### src/rtl/sdram_wr_burst.sv
// SDRAM write-burst controller: opens a row, streams show-ahead data as a
// full-page write terminated by BURST_TERM, precharges, and repeats per page
// segment until the requested word count has been written.
module sdram_wr_burst #(
    parameter int DATA_W   = 16,
    parameter int BANK_W   = 2,
    parameter int ROW_W    = 13,
    parameter int COL_W    = 9,
    parameter int LEN_W    = 10,
    parameter int TRCD_CLK = 2,
    parameter int TWR_CLK  = 2,
    parameter int TRP_CLK  = 2
) (
    input  logic                            clk,
    input  logic                            reset,
    input  logic                            wr_en,
    input  logic [BANK_W+ROW_W+COL_W-1:0]   wr_addr,
    input  logic [DATA_W-1:0]               wr_data,
    input  logic [LEN_W-1:0]                wr_burst_len,
    output logic [3:0]                      wr_cmd,
    output logic [BANK_W-1:0]               wr_bank_addr,
    output logic [ROW_W-1:0]                wr_sdram_addr,
    output logic [DATA_W-1:0]               wr_sdram_data,
    output logic                            wr_sdram_en,
    output logic                            wr_ack,
    output logic                            wr_end,
    output logic                            wr_busy
);

    localparam logic [3:0] CMD_NOP  = 4'b0111;
    localparam logic [3:0] CMD_ACT  = 4'b0011;
    localparam logic [3:0] CMD_WR   = 4'b0100;
    localparam logic [3:0] CMD_BT   = 4'b0110;
    localparam logic [3:0] CMD_PRE  = 4'b0010;

    // segment counters must hold both a full page (2^COL_W) and any length
    localparam int SW = (LEN_W > COL_W + 1) ? LEN_W : COL_W + 1;
    localparam int TW = 8;

    typedef enum logic [3:0] {IDLE, ACT, TRCD, WR, BT, TWR, PRE, TRP, END} state_t;

    typedef struct packed {
        logic [BANK_W-1:0] bank;
        logic [ROW_W-1:0]  row;
        logic [COL_W-1:0]  col;
    } addr_t;

    state_t            state, nxt;
    addr_t             cur;
    logic [LEN_W-1:0]  rem;
    logic [SW-1:0]     seg_len, beat;
    logic [TW-1:0]     tmr;
    logic [SW-1:0]     page_room, seg_next;

    // words left before the page boundary, and the segment the next ACT opens
    assign page_room = (SW'(1) << COL_W) - SW'(cur.col);
    assign seg_next  = (SW'(rem) < page_room) ? SW'(rem) : page_room;

    // state register
    always_ff @(posedge clk or posedge reset) begin
        if (reset) state <= IDLE;
        else       state <= nxt;
    end

    // next state and Moore-style command/strobe decode
    always_comb begin
        nxt           = state;
        wr_cmd        = CMD_NOP;
        wr_bank_addr  = cur.bank;
        wr_sdram_addr = '0;
        wr_sdram_en   = 1'b0;
        wr_ack        = 1'b0;
        wr_end        = 1'b0;
        wr_busy       = 1'b1;
        case (state)
            IDLE: begin
                wr_busy      = 1'b0;
                wr_bank_addr = '0;
                if (wr_en) nxt = (wr_burst_len == '0) ? END : ACT;
            end
            ACT: begin
                wr_cmd        = CMD_ACT;
                wr_sdram_addr = cur.row;
                nxt           = TRCD;
            end
            TRCD: begin
                // ack one cycle ahead so the first word is registered for WR
                if (tmr == TW'(TRCD_CLK - 1)) begin
                    wr_ack = 1'b1;
                    nxt    = WR;
                end
            end
            WR: begin
                wr_sdram_en = 1'b1;
                if (beat == '0) begin
                    wr_cmd        = CMD_WR;
                    wr_sdram_addr = ROW_W'(cur.col);   // A10 stays 0: no auto-precharge
                end
                if (beat == seg_len - SW'(1)) nxt = BT;
                else                           wr_ack = 1'b1;
            end
            BT: begin
                wr_cmd = CMD_BT;
                nxt    = TWR;
            end
            TWR: begin
                if (tmr == TW'(TWR_CLK - 1)) nxt = PRE;
            end
            PRE: begin
                wr_cmd = CMD_PRE;              // A10 = 0: current bank only
                nxt    = TRP;
            end
            TRP: begin
                if (tmr == TW'(TRP_CLK - 1)) nxt = (rem != '0) ? ACT : END;
            end
            END: begin
                wr_end = 1'b1;
                nxt    = IDLE;
            end
            default: nxt = IDLE;
        endcase
    end

    // wait-state timer: restarts on every state change
    always_ff @(posedge clk or posedge reset) begin
        if (reset)                             tmr <= '0;
        else if (nxt == state && state != IDLE) tmr <= tmr + TW'(1);
        else                                   tmr <= '0;
    end

    // request latch, segment bookkeeping and page advance
    always_ff @(posedge clk or posedge reset) begin
        if (reset) begin
            cur     <= '0;
            rem     <= '0;
            seg_len <= '0;
            beat    <= '0;
        end else begin
            case (state)
                IDLE: if (wr_en) begin
                    cur <= wr_addr;
                    rem <= wr_burst_len;
                end
                ACT: begin
                    seg_len <= seg_next;
                    beat    <= '0;
                end
                WR: begin
                    beat <= beat + SW'(1);
                    if (nxt == BT) rem <= rem - LEN_W'(seg_len);
                end
                TRP: if (nxt == ACT) begin
                    // row wrap carries into bank, which wraps modulo 2^BANK_W
                    cur.col              <= '0;
                    {cur.bank, cur.row}  <= {cur.bank, cur.row} + (BANK_W + ROW_W)'(1);
                end
                default: ;
            endcase
        end
    end

    // data register: captures show-ahead data on ack, holds otherwise
    always_ff @(posedge clk or posedge reset) begin
        if (reset)       wr_sdram_data <= '0;
        else if (wr_ack) wr_sdram_data <= wr_data;
    end

endmodule

### config.mk
export PLATFORM = sky130hd
export DESIGN_NAME = sdram_wr_burst
export DESIGN_NICKNAME = d
export VERILOG_FILES = /design/src/rtl/sdram_wr_burst.sv
export SDC_FILE = /design/constraint.sdc
export NUM_CORES = 1
export LEC_CHECK = 0
export BUFFER_PORTS_ARGS = -buffer_cell sky130_fd_sc_hd__buf_2
export CAP_MARGIN = 40
export CORE_AREA = 2 2 98 100
export CTS_BUF_LIST = sky130_fd_sc_hd__clkbuf_8
export CTS_CLUSTER_SIZE = 24
export DETAILED_ROUTE_END_ITERATION = 10
export DIE_AREA = 0 0 100 102
export PLACE_DENSITY = 0.82
export SYNTH_ARGS = -nofsm -noshare
export SYNTH_HDL_FRONTEND = slang
export SYNTH_SLANG_ARGS = --single-unit
### constraint.sdc
create_clock -name clk -period 3.85 [get_ports clk]
set_clock_uncertainty 0.15 [all_clocks]
set_input_delay 0.1925 -clock clk [delete_from_list [all_inputs] [get_ports clk]]
set_output_delay 0.1925 -clock clk [all_outputs]
set_load 0.03 [all_outputs]
==> results of run 1 <==
## per-stage QoR
| step | area (um2) | utilization |
|---|---|---|
| global placement | 5818 | 0.6387 |
| detailed placement | 5861 | 0.6434 |
| CTS | 6450 | 0.7081 |
| finish | 6450 | 0.7081 |
| global route | 6450 | 0.7081 |
| floorplan | 5263 | - |
## routing by layer
layer / routed length, um / global-route usage / vias to the layer above / part of all wire
met2: 6876 / 0.4854 / 230 / 0.48
met3: 984 / 0.04925 / 36 / 0.069
li1: - / - / 2342 / -
met4: 325 / 0.1043 / 0 / 0.023
met5: 0 / 0 / - / 0
met1: 6060 / 0.3878 / 2408 / 0.43
## worst min-delay path, cell delays in order
cell      delay (ns)
buf_2           0.09
a211oi_1        0.06
a21oi_1         0.13
## report_power, final
group          leakage (nW)  switching (mW)  internal (mW)
Combinational          1.97            1.91           1.41
Sequential             1.01           0.493           1.21
Clock                 0.114           0.331          0.366
Total                  3.09            2.73           2.99
## worst max-delay path by stage
| stage | cells past startpoint | startpoint | slack [ns] | to |
|---|---|---|---|---|
| after global routing | 10 | seg_len[1]$_DFFE_PP0P_ | 0.003 | wr_ack |
| final | 10 | seg_len[1]$_DFFE_PP0P_ | 0.18 | wr_ack |
| after detailed placement | 11 | cur[2]$_DFFE_PP0P_ | 0.29 | seg_len[7]$_DFFE_PP0P_ |
| after floorplan | 11 | cur[2]$_DFFE_PP0P_ | 0.64 | seg_len[2]$_DFFE_PP0P_ |
| after global placement | 10 | cur[2]$_DFFE_PP0P_ | 0.25 | seg_len[8]$_DFFE_PP0P_ |
| after CTS | 10 | seg_len[1]$_DFFE_PP0P_ | 0.21 | wr_ack |
## cells by family after synthesis
group	synth area share
DFF	0.3899
muxes	0.08773
and+or+nand+nor	0.1793
adders and majority gates	0.06324
buffers and inverters	0.05064
xor gates and xnor gates	0.05159
other	0.0007126
AOI/OAI and AO/OA	0.1769
## timing repair
item                                   in CTS  in global routing
hold buffers                               37                  0
endpoints found under the hold margin      94                  0
gates resized for setup                     0                  0
## layout by cell type (no fill, tap or decap), types with 13 or more instances in the layout
master         instances
xor2_1                18
buf_2                 90
dfrtp_1               82
nor2_1                52
dlygate4sd3_1         37
nor3_1                15
xnor2_1               13
o21ai_0               46
inv_1                 39
nand3_1               18
nand2_1               52
mux2_2                17
ha_1                  25
a21oi_1               40
mux2i_1               15
## final cells by class
class | count | share of cell area
multi-input cells | 441 | 0.4574
flip-flops and latches | 82 | 0.3181
repair buffers | 141 | 0.1467
inverters | 38 | 0.02231
well taps | 111 | 0.02153
clock buffers | 9 | 0.01920
clock inverters | 7 | 0.01474
## sequential cells by signal (all words and copies together), names as in the netlist
name and flops:
tmr 8, rem 10, seg_len 10, state 4
cur 24, beat 10, wr_sdram_data 16
==> results.py, run 1 <==
metrics = {
    "outcome": {
        "outcome": "completed",
    },
    "cells_and_area": {
        "multiInputGateArea_mm2": 0.002950,
        "nets": 792,
        "antenna_cells": 0,
        "area_growth_pct": 22.56,
        "fill_cells": 700,
        "regArea_mm2": 0.002052,
        "drive_above_1_share": 0.2061,
        "instances_no_fill": 829,
    },
    "drt": {
        "wl_mm": 14.25,
        "drc": 0,
        "vias_per_cell": 6.051,
        "ant_nets": 0,
        "num_vias": 5016,
        "dr.pass1.iters": 5,
        "drt_iter0_markers": 312,
        "wire_per_inst_um": 17.18,
    },
    "placement": {
        "portBuffers": 90,
        "dp_hpwl_mm": 10.09,
        "dpl_worst_slack_ns": 0.2891,
        "dpl.cell_count": 776,
        "routabilityCongestion": 0.9199,
    },
    "sta": {
        "max_slew_margin": 0.5250,
        "rsz0062_at_grt": "no",
        "whs_ns": 0.005081,
        "fin_ws_ns": 0.1772,
        "tightest_slew_ns": 0.7059,
        "fin_crit_ns": 3.673,
        "max_freq_mhz": 272.3,
        "fin_tns_setup_ns": 0,
        "finalCritPeriodShare": 0.9540,
        "setup_violations": 0,
        "hold_viol_final": 0,
        "slew_viol_final": 0,
    },
    "clocking": {
        "cts_tree": "done",
        "cts_num_sinks": 82,
        "worst_skew_pair.late_latency_ns": 0.36,
        "numCtsBuffers": 9,
        "ctsLongestPathBuffers": 2,
        "h-tree-depth": 3,
        "cts_setup_buffers": 0,
        "root_buffer": "clkbuf_8",
        "path_clk_slew_ns": 0.08,
    },
    "critical_path": {
        "cp_cell_sequence": "inv_1 -> ha_1 -> nor3b_2 -> nand2_1 -> or4_1 -> a211oi_2 -> nand2_1 -> a32o_1 -> buf_8 -> buf_2",
        "path_class": "register to output pin",
        "cp_max_fo": 11,
        "critPathBufInv": 3,
        "cp_slowest_cell": "or4_1",
        "r2r_start": "cur[2]$_DFFE_PP0P_",
        "r2r_slack_ns": 0.20,
        "setup.worst_path.end_class": "output pin",
        "cp-start-kind": "register",
        "crit_path_frequent_cell": "nand2_1",
        "cp.arrival_ns": 3.33,
        "rr_endpoint": "seg_len[6]$_DFFE_PP0P_",
        "critical_path.top_delay_family": "simple AND/OR/NAND/NOR gates",
        "slowest_delay_ns": 0.49,
        "cp.required_ns": 3.51,
        "reg2reg_depth": 11,
    },
    "floorplanning": {
        "die-area_mm2": 0.01020,
        "fp.dieH_um": 102,
        "core_area_mm2": 0.009109,
        "initial_core_util": 0.5777,
        "rows": 35,
        "design.portCount": 92,
        "die_w_um": 100,
    },
    "logic_synthesis": {
        "synth.cell_area_mm2": 0.005263,
        "yosysWarnings": 0,
        "netlist.area_leader.share": 0.3899,
        "yosysMostFrequentCell": "dfrtp_1",
        "syn_nets": 669,
        "synthArstFlopShare": 1.000,
        "synth_common_cells": "dfrtp_1 (82), nand2_1 (52), nor2_1 (52)",
        "synth.distinct_cells": 57,
        "yosysTopAreaCell": "dfrtp_1",
        "ys.flop_type": "dfrtp_1",
        "netlist_instances": 590,
        "syn_area_per_cell_um2": 8.920,
        "synth_area_leaders": "dfrtp_1 (39%), ha_1 (5.9%), o21ai_0 (4.4%)",
        "ys_ff_latch": 82,
        "yosysSeqAreaShare": 0.3899,
        "synth_edf_count": 0,
    },
    "global_routing": {
        "antenna_found_initial": 0,
        "grt_pass1_vias": 4802,
        "grt_max_degree": 44,
        "grt_use_total": 0.2912,
        "grt_pass1_wl_mm": 23.42,
        "overflow": 0,
    },
    "worst_hold_path": {
        "holdPathStages": 3,
        "hp-class": "primary input to register",
        "hold_end": "rem[1]$_DFFE_PP0P_",
        "min_from": "wr_burst_len[1]",
    },
    "pwr": {
        "ir_drop_mv": 0.4758,
        "p_total_mw": 5.718,
        "p_per_area_mw_per_mm2": 886.6,
        "p_leak_nw": 3.090,
    },
    "run": {
        "cap_violations": 0,
    },
}
Note: power is estimated with default switching activity, not from simulation.
==> run 2: changes to the inputs <==
==> constraint.sdc (replaced) <==
create_clock -name clk -period 3.55 [get_ports clk]
set_clock_uncertainty 0.15 [all_clocks]
set_input_delay 0.1775 -clock clk [delete_from_list [all_inputs] [get_ports clk]]
set_output_delay 0.1775 -clock clk [all_outputs]
set_load 0.03 [all_outputs]
==> results.py, run 2 (synthesis gave the netlist of run 1 again) <==
metrics = {
    "outcome": {
        "outcome": "completed",
    },
    "floorplanning": {
        "core_area_mm2": 0.009109,
        "rows": 35,
        "die-area_mm2": 0.01020,
        "design.portCount": 92,
        "initial_core_util": 0.5777,
        "die_w_um": 100,
        "fp.dieH_um": 102,
    },
    "cells_and_area": {
        "top_regs": "cur (24), wr_sdram_data (16)",
        "fill_cells": 699,
        "fin_area_mm2": 0.006516,
        "largest_reg_flops": 24,
        "multiInputGateArea_mm2": 0.002955,
        "nets": 803,
        "antenna_cells": 0,
        "instances_no_fill": 840,
        "drive_above_1_share": 0.2181,
        "area_growth_pct": 23.82,
        "final_common_cell": "buf_2",
        "final_cell_mix": "buf_2 (90), dfrtp_1 (82), nor2_1 (52), nand2_1 (52), o21ai_0 (46)",
        "regMostFlops": "cur",
        "regArea_mm2": 0.002052,
    },
    "pwr": {
        "p_leak_nw": 3.132,
        "ir_drop_mv": 0.5737,
        "p_sw_frac": 0.4826,
        "p_per_area_mw_per_mm2": 962.2,
        "p_int_mw": 3.244,
        "power_frac_clock": 0.116,
        "p_comb_frac": 0.591,
        "switchingPower_mw": 3.026,
        "pwr-share-seq": 0.293,
    },
    "sta": {
        "fin_tns_setup_ns": 0,
        "slew_viol_final": 0,
        "whs_ns": 0.02614,
        "max_slew_margin": 0.3823,
        "setup_violations": 0,
        "max_freq_mhz": 296.4,
        "finalCritPeriodShare": 0.9503,
        "hold_viol_final": 0,
        "fin_crit_ns": 3.373,
        "rsz0062_at_grt": "no",
        "tightest_slew_ns": 0.9222,
    },
    "critical_path": {
        "slowest_delay_ns": 0.57,
        "critPathBufInv": 1,
        "critical_path.top_delay_family": "compound AO/OA/AOI/OAI gates",
        "cp_cell_sequence": "or4_1 -> nor2_1 -> xor2_1 -> ha_1 -> a21o_1 -> a211o_1 -> a211oi_1 -> o21bai_2 -> buf_4 -> mux2i_1 -> mux2_2",
        "setup.worst_path.end_class": "register",
        "cp.arrival_ns": 3.47,
        "cp.required_ns": 3.65,
        "path_class": "register to register",
        "cp-start-kind": "register",
        "cp_max_fo": 6,
        "cp_slowest_cell": "or4_1",
    },
    "clocking": {
        "cts_tree": "done",
        "path_clk_slew_ns": 0.10,
        "root_buffer": "clkbuf_8",
        "numCtsBuffers": 9,
        "cts_num_sinks": 82,
        "h-tree-depth": 3,
        "worst_skew_pair.late_latency_ns": 0.38,
        "ctsLongestPathBuffers": 2,
    },
    "drt": {
        "wl_mm": 14.66,
        "num_vias": 5121,
        "drc": 0,
        "dr.pass1.iters": 5,
        "vias_per_cell": 6.096,
        "drt_iter0_markers": 320,
        "ant_nets": 0,
        "wire_per_inst_um": 17.46,
    },
    "placement": {
        "placed_area_mm2": 0.005867,
        "routabilityCongestion": 0.9430,
        "dp_hpwl_mm": 10.28,
        "portBuffers": 90,
        "dpl.cell_count": 779,
    },
    "global_routing": {
        "overflow": 0,
        "grt_pass1_vias": 5031,
        "grt_pass1_wl_mm": 23.78,
        "antenna_found_initial": 0,
        "grt_max_degree": 35,
        "grt_use_total": 0.2927,
    },
    "run": {
        "cap_violations": 0,
    },
    "worst_hold_path": {
        "hp-class": "primary input to register",
    },
}
run 2: cell types whose count changed in the layout (fill, tap and decap cells not counted), sizes merged:
| cell | delta |
|---|---|
| bufinv | -1 |
| inv | +1 |
| dlygate4sd3 | +4 |
| buf | +7 |
run 2: repair_timing:
action | 4_1_cts | 5_1_grt
resized for setup | 0 | 2
hold endpoints to repair | 72 | 0
setup buffers | 0 | 4
endpoints found under the setup margin | 0 | 7
hold buffers | 41 | 0
run 2: tightest hold or removal path: stages:
cell and delay [ns]:
buf_2 0.09, o22ai_1 0.09, a21oi_1 0.15
run 2: power by group through the flow:
stage,logic (mW),clock network (mW),registers (mW)
after floorplan,2.59,0,1.83
after global placement,3.38,0,1.79
after detailed placement,3.54,0,1.82
after CTS,3.60,0.729,1.81
after global routing,4.07,0.775,1.89
final,3.71,0.726,1.84
run 2: per-stage QoR:
stage	total power [mW]	worst slack, ns	utilization
2_1_floorplan	4.423	0.3400	-
3_3_place_gp	5.176	-0.03096	0.6420
3_5_place_dp	5.365	0.1548	0.6441
4_1_cts	6.143	0.1079	0.7115
5_1_grt	6.738	0.006843	0.7154
6_report	6.270	0.1766	0.7154
run 2: layout make-up:
| class | count | area share |
|---|---|---|
| Multi-Input combinational cell | 441 | 0.4535 |
| Clock buffer | 9 | 0.01901 |
| Sequential cell | 82 | 0.3149 |
| Clock inverter | 7 | 0.01229 |
| Inverter | 38 | 0.02208 |
| Timing Repair Buffer | 152 | 0.1569 |
| Tap cell | 111 | 0.02131 |
run 2: routing by layer:
metal	track usage	vias up	wire length, um
li1	-	2367	-
met4	0.1159	0	350
met3	0.04856	39	1058
met2	0.4854	265	7166
met5	0	-	0
met1	0.3876	2450	6089
run 2: final timing paths:
| kind | depth (start not counted) | slack (ns) | endpoint | start |
|---|---|---|---|---|
| max | 11 | 0.18 | seg_len[2]$_DFFE_PP0P_ | cur[5]$_DFFE_PP0P_ |
| min | 3 | 0.03 | cur[17]$_DFFE_PP0P_ | wr_addr[17] |
| max reg2reg | 11 | 0.18 | seg_len[2]$_DFFE_PP0P_ | cur[5]$_DFFE_PP0P_ |
| min reg2reg | 1 | 0.36 | wr_sdram_data[15]$_DFFE_PP0P_ | wr_sdram_data[15]$_DFFE_PP0P_ |
| max in group asynchronous | 4 | 2.16 | rem[2]$_DFFE_PP0P_ | reset |
| min in group asynchronous | 3 | 0.23 | wr_sdram_data[4]$_DFFE_PP0P_ | reset |
==> run 3: changes to the inputs <==
--- a/config.mk
+++ b/config.mk
@@ -13,6 +13,7 @@
 export DETAILED_ROUTE_END_ITERATION = 10
 export DIE_AREA = 0 0 100 102
 export PLACE_DENSITY = 0.82
+export RECOVER_POWER = 25
 export SYNTH_ARGS = -nofsm -noshare
 export SYNTH_HDL_FRONTEND = slang
 export SYNTH_SLANG_ARGS = --single-unit
==> results.py, run 3 (synthesis gave the netlist of run 1 again) <==
metrics = {
    "outcome": {
        "outcome": "finished, violations left",
        "violations": "max-capacitance violations, max-slew violations",
    },
    "critical_path": {
        "critPathBufInv": 1,
        "cp.arrival_ns": 3.47,
        "r2r_start": "cur[5]$_DFFE_PP0P_",
        "critical_path.top_delay_family": "compound AO/OA/AOI/OAI gates",
        "path_class": "register to register",
        "cp-start-kind": "register",
        "slowest_delay_ns": 0.57,
        "cp_cell_sequence": "or4_1 -> nor2_1 -> xor2_1 -> ha_1 -> a21o_1 -> a211o_1 -> a211oi_1 -> o21bai_2 -> buf_4 -> mux2i_1 -> mux2_2",
        "cp_slowest_cell": "or4_1",
        "cp_max_fo": 6,
        "setup.worst_path.end_class": "register",
        "cp-startpoint": "cur[5]$_DFFE_PP0P_",
        "cp.required_ns": 3.65,
    },
    "floorplanning": {
        "core_area_mm2": 0.009109,
        "initial_core_util": 0.5777,
        "design.portCount": 92,
        "rows": 35,
        "fp.dieH_um": 102,
        "die_w_um": 100,
        "die-area_mm2": 0.01020,
    },
    "drt": {
        "drt_iter0_markers": 303,
        "wire_per_inst_um": 17.46,
        "wl_mm": 14.67,
        "ant_nets": 0,
        "dr.pass1.iters": 6,
        "num_vias": 5087,
        "drc": 0,
        "vias_per_cell": 6.056,
    },
    "cells_and_area": {
        "final_util": 0.7128,
        "largest_reg_flops": 24,
        "regMostFlops": "cur",
        "final_common_cell": "dfrtp_1",
        "area_growth_pct": 23.37,
        "fill_cells": 709,
        "antenna_cells": 0,
        "nets": 803,
        "final_cell_mix": "dfrtp_1 (82), buf_2 (74), nor2_1 (52), nand2_1 (52), o21ai_0 (46)",
        "instances_no_fill": 840,
        "drive_above_1_share": 0.1948,
        "top_regs": "cur (24), wr_sdram_data (16)",
        "fin_area_mm2": 0.006492,
    },
    "worst_hold_path": {
        "hp-class": "primary input to register",
        "min_from": "wr_addr[17]",
    },
    "run": {
        "cap_violations": 1,
    },
    "placement": {
        "portBuffers": 90,
        "placed_area_mm2": 0.005867,
        "dpl_worst_slack_ns": 0.1548,
        "dp_hpwl_mm": 10.28,
        "routabilityCongestion": 0.9430,
        "dpl.cell_count": 779,
    },
    "clocking": {
        "cts_num_sinks": 82,
        "worst_skew_pair.late_latency_ns": 0.38,
        "path_clk_slew_ns": 0.10,
        "ctsLongestPathBuffers": 2,
        "cts_tree": "done",
        "numCtsBuffers": 9,
        "h-tree-depth": 3,
        "root_buffer": "clkbuf_8",
    },
    "sta": {
        "rsz0062_at_grt": "no",
        "fin_ws_ns": 0.1770,
        "fin_crit_ns": 3.373,
        "setup_violations": 0,
        "hold_viol_final": 0,
        "slew_viol_final": 35,
        "max_freq_mhz": 296.5,
        "fin_tns_setup_ns": 0,
        "tightest_slew_ns": 1.533,
        "max_slew_margin": -0.02781,
        "finalCritPeriodShare": 0.9501,
    },
    "global_routing": {
        "overflow": 0,
        "grt_max_degree": 35,
        "grt_pass1_vias": 5031,
        "grt_pass1_wl_mm": 23.78,
        "grt_use_total": 0.2927,
        "antenna_found_initial": 0,
    },
    "pwr": {
        "p_leak_nw": 3.080,
        "ir_drop_mv": 0.5723,
        "p_per_area_mw_per_mm2": 961.8,
    },
}
==> run 3: cell types whose count changed in the layout (fill, tap and decap cells not counted) <==
cell        before  now
clkinvlp_2       0    1
clkinv_2         2    1
clkbuf_1         0   17
buf_4           20   19
buf_2           90   74
==> run 3: where the power goes <==
part / leakage, nW / switching (mW) / internal [mW] / total (mW)
Clock: 0.103 / 0.390 / 0.336 / 0.726
Combinational: 1.97 / 2.12 / 1.56 / 3.68
Sequential: 1.01 / 0.522 / 1.32 / 1.84
==> run 3: area by class of cell <==
type | count | area, um2 | share of cell area
Clock buffer | 9 | 123.9 | 0.01908
Multi-Input combinational cell | 441 | 2955 | 0.4552
Clock inverter | 7 | 80.08 | 0.01233
Timing Repair Buffer | 152 | 998.5 | 0.1538
Sequential cell | 82 | 2052 | 0.3161
Tap cell | 111 | 138.9 | 0.02139
Inverter | 38 | 143.9 | 0.02216
==> run 3: through the flow <==
| step | hold WS (ns) | power (mW) |
|---|---|---|
| detailed placement | 0.1100 | 5.365 |
| global placement | 0.09455 | 5.176 |
| floorplan | 0.1443 | 4.423 |
| global route | 0.03988 | 6.714 |
| CTS | 0.005360 | 6.143 |
| finish | 0.02209 | 6.244 |
==> run 3: metal layers <==
metal  vias up  GRT usage  part of all wire  routed length (um)
li1       2365          -                 -                   -
met1      2442     0.3876              0.42                6113
met5         -          0                 0                   0
met2       246     0.4854              0.49                7145
met3        34    0.04856             0.074                1078
met4         0     0.1159             0.022                 328
==> run 3: worst register-to-register path, stage by stage, from the launching register on <==
cell and delay, ns:
dfrtp_1 0.43, or4_1 0.57, nor2_1 0.14, xor2_1 0.20, ha_1 0.27, a21o_1 0.19, a211o_1 0.29, a211oi_1 0.24
o21bai_2 0.18, buf_4 0.21, mux2i_1 0.12, mux2_2 0.27
==> run 3: worst paths after layout <==
path	slack, ns	endpoint	cells past startpoint
worst max-delay path	0.18	seg_len[2]$_DFFE_PP0P_	11
worst min-delay path	0.02	cur[17]$_DFFE_PP0P_	3
worst max register to register	0.18	seg_len[2]$_DFFE_PP0P_	11
worst min register to register	0.37	wr_sdram_data[15]$_DFFE_PP0P_	1
max in group asynchronous	1.25	rem[0]$_DFFE_PP0P_	4
min in group asynchronous	0.54	wr_sdram_data[6]$_DFFE_PP0P_	3
==> run 3: what timing repair did <==
| action | in CTS | in global routing |
|---|---|---|
| buffers inserted | 0 | 4 |
| setup endpoints to repair | 0 | 7 |
| hold buffers | 41 | 0 |
| resized for setup | 0 | 2 |
| endpoints found under the hold margin | 72 | 0 |
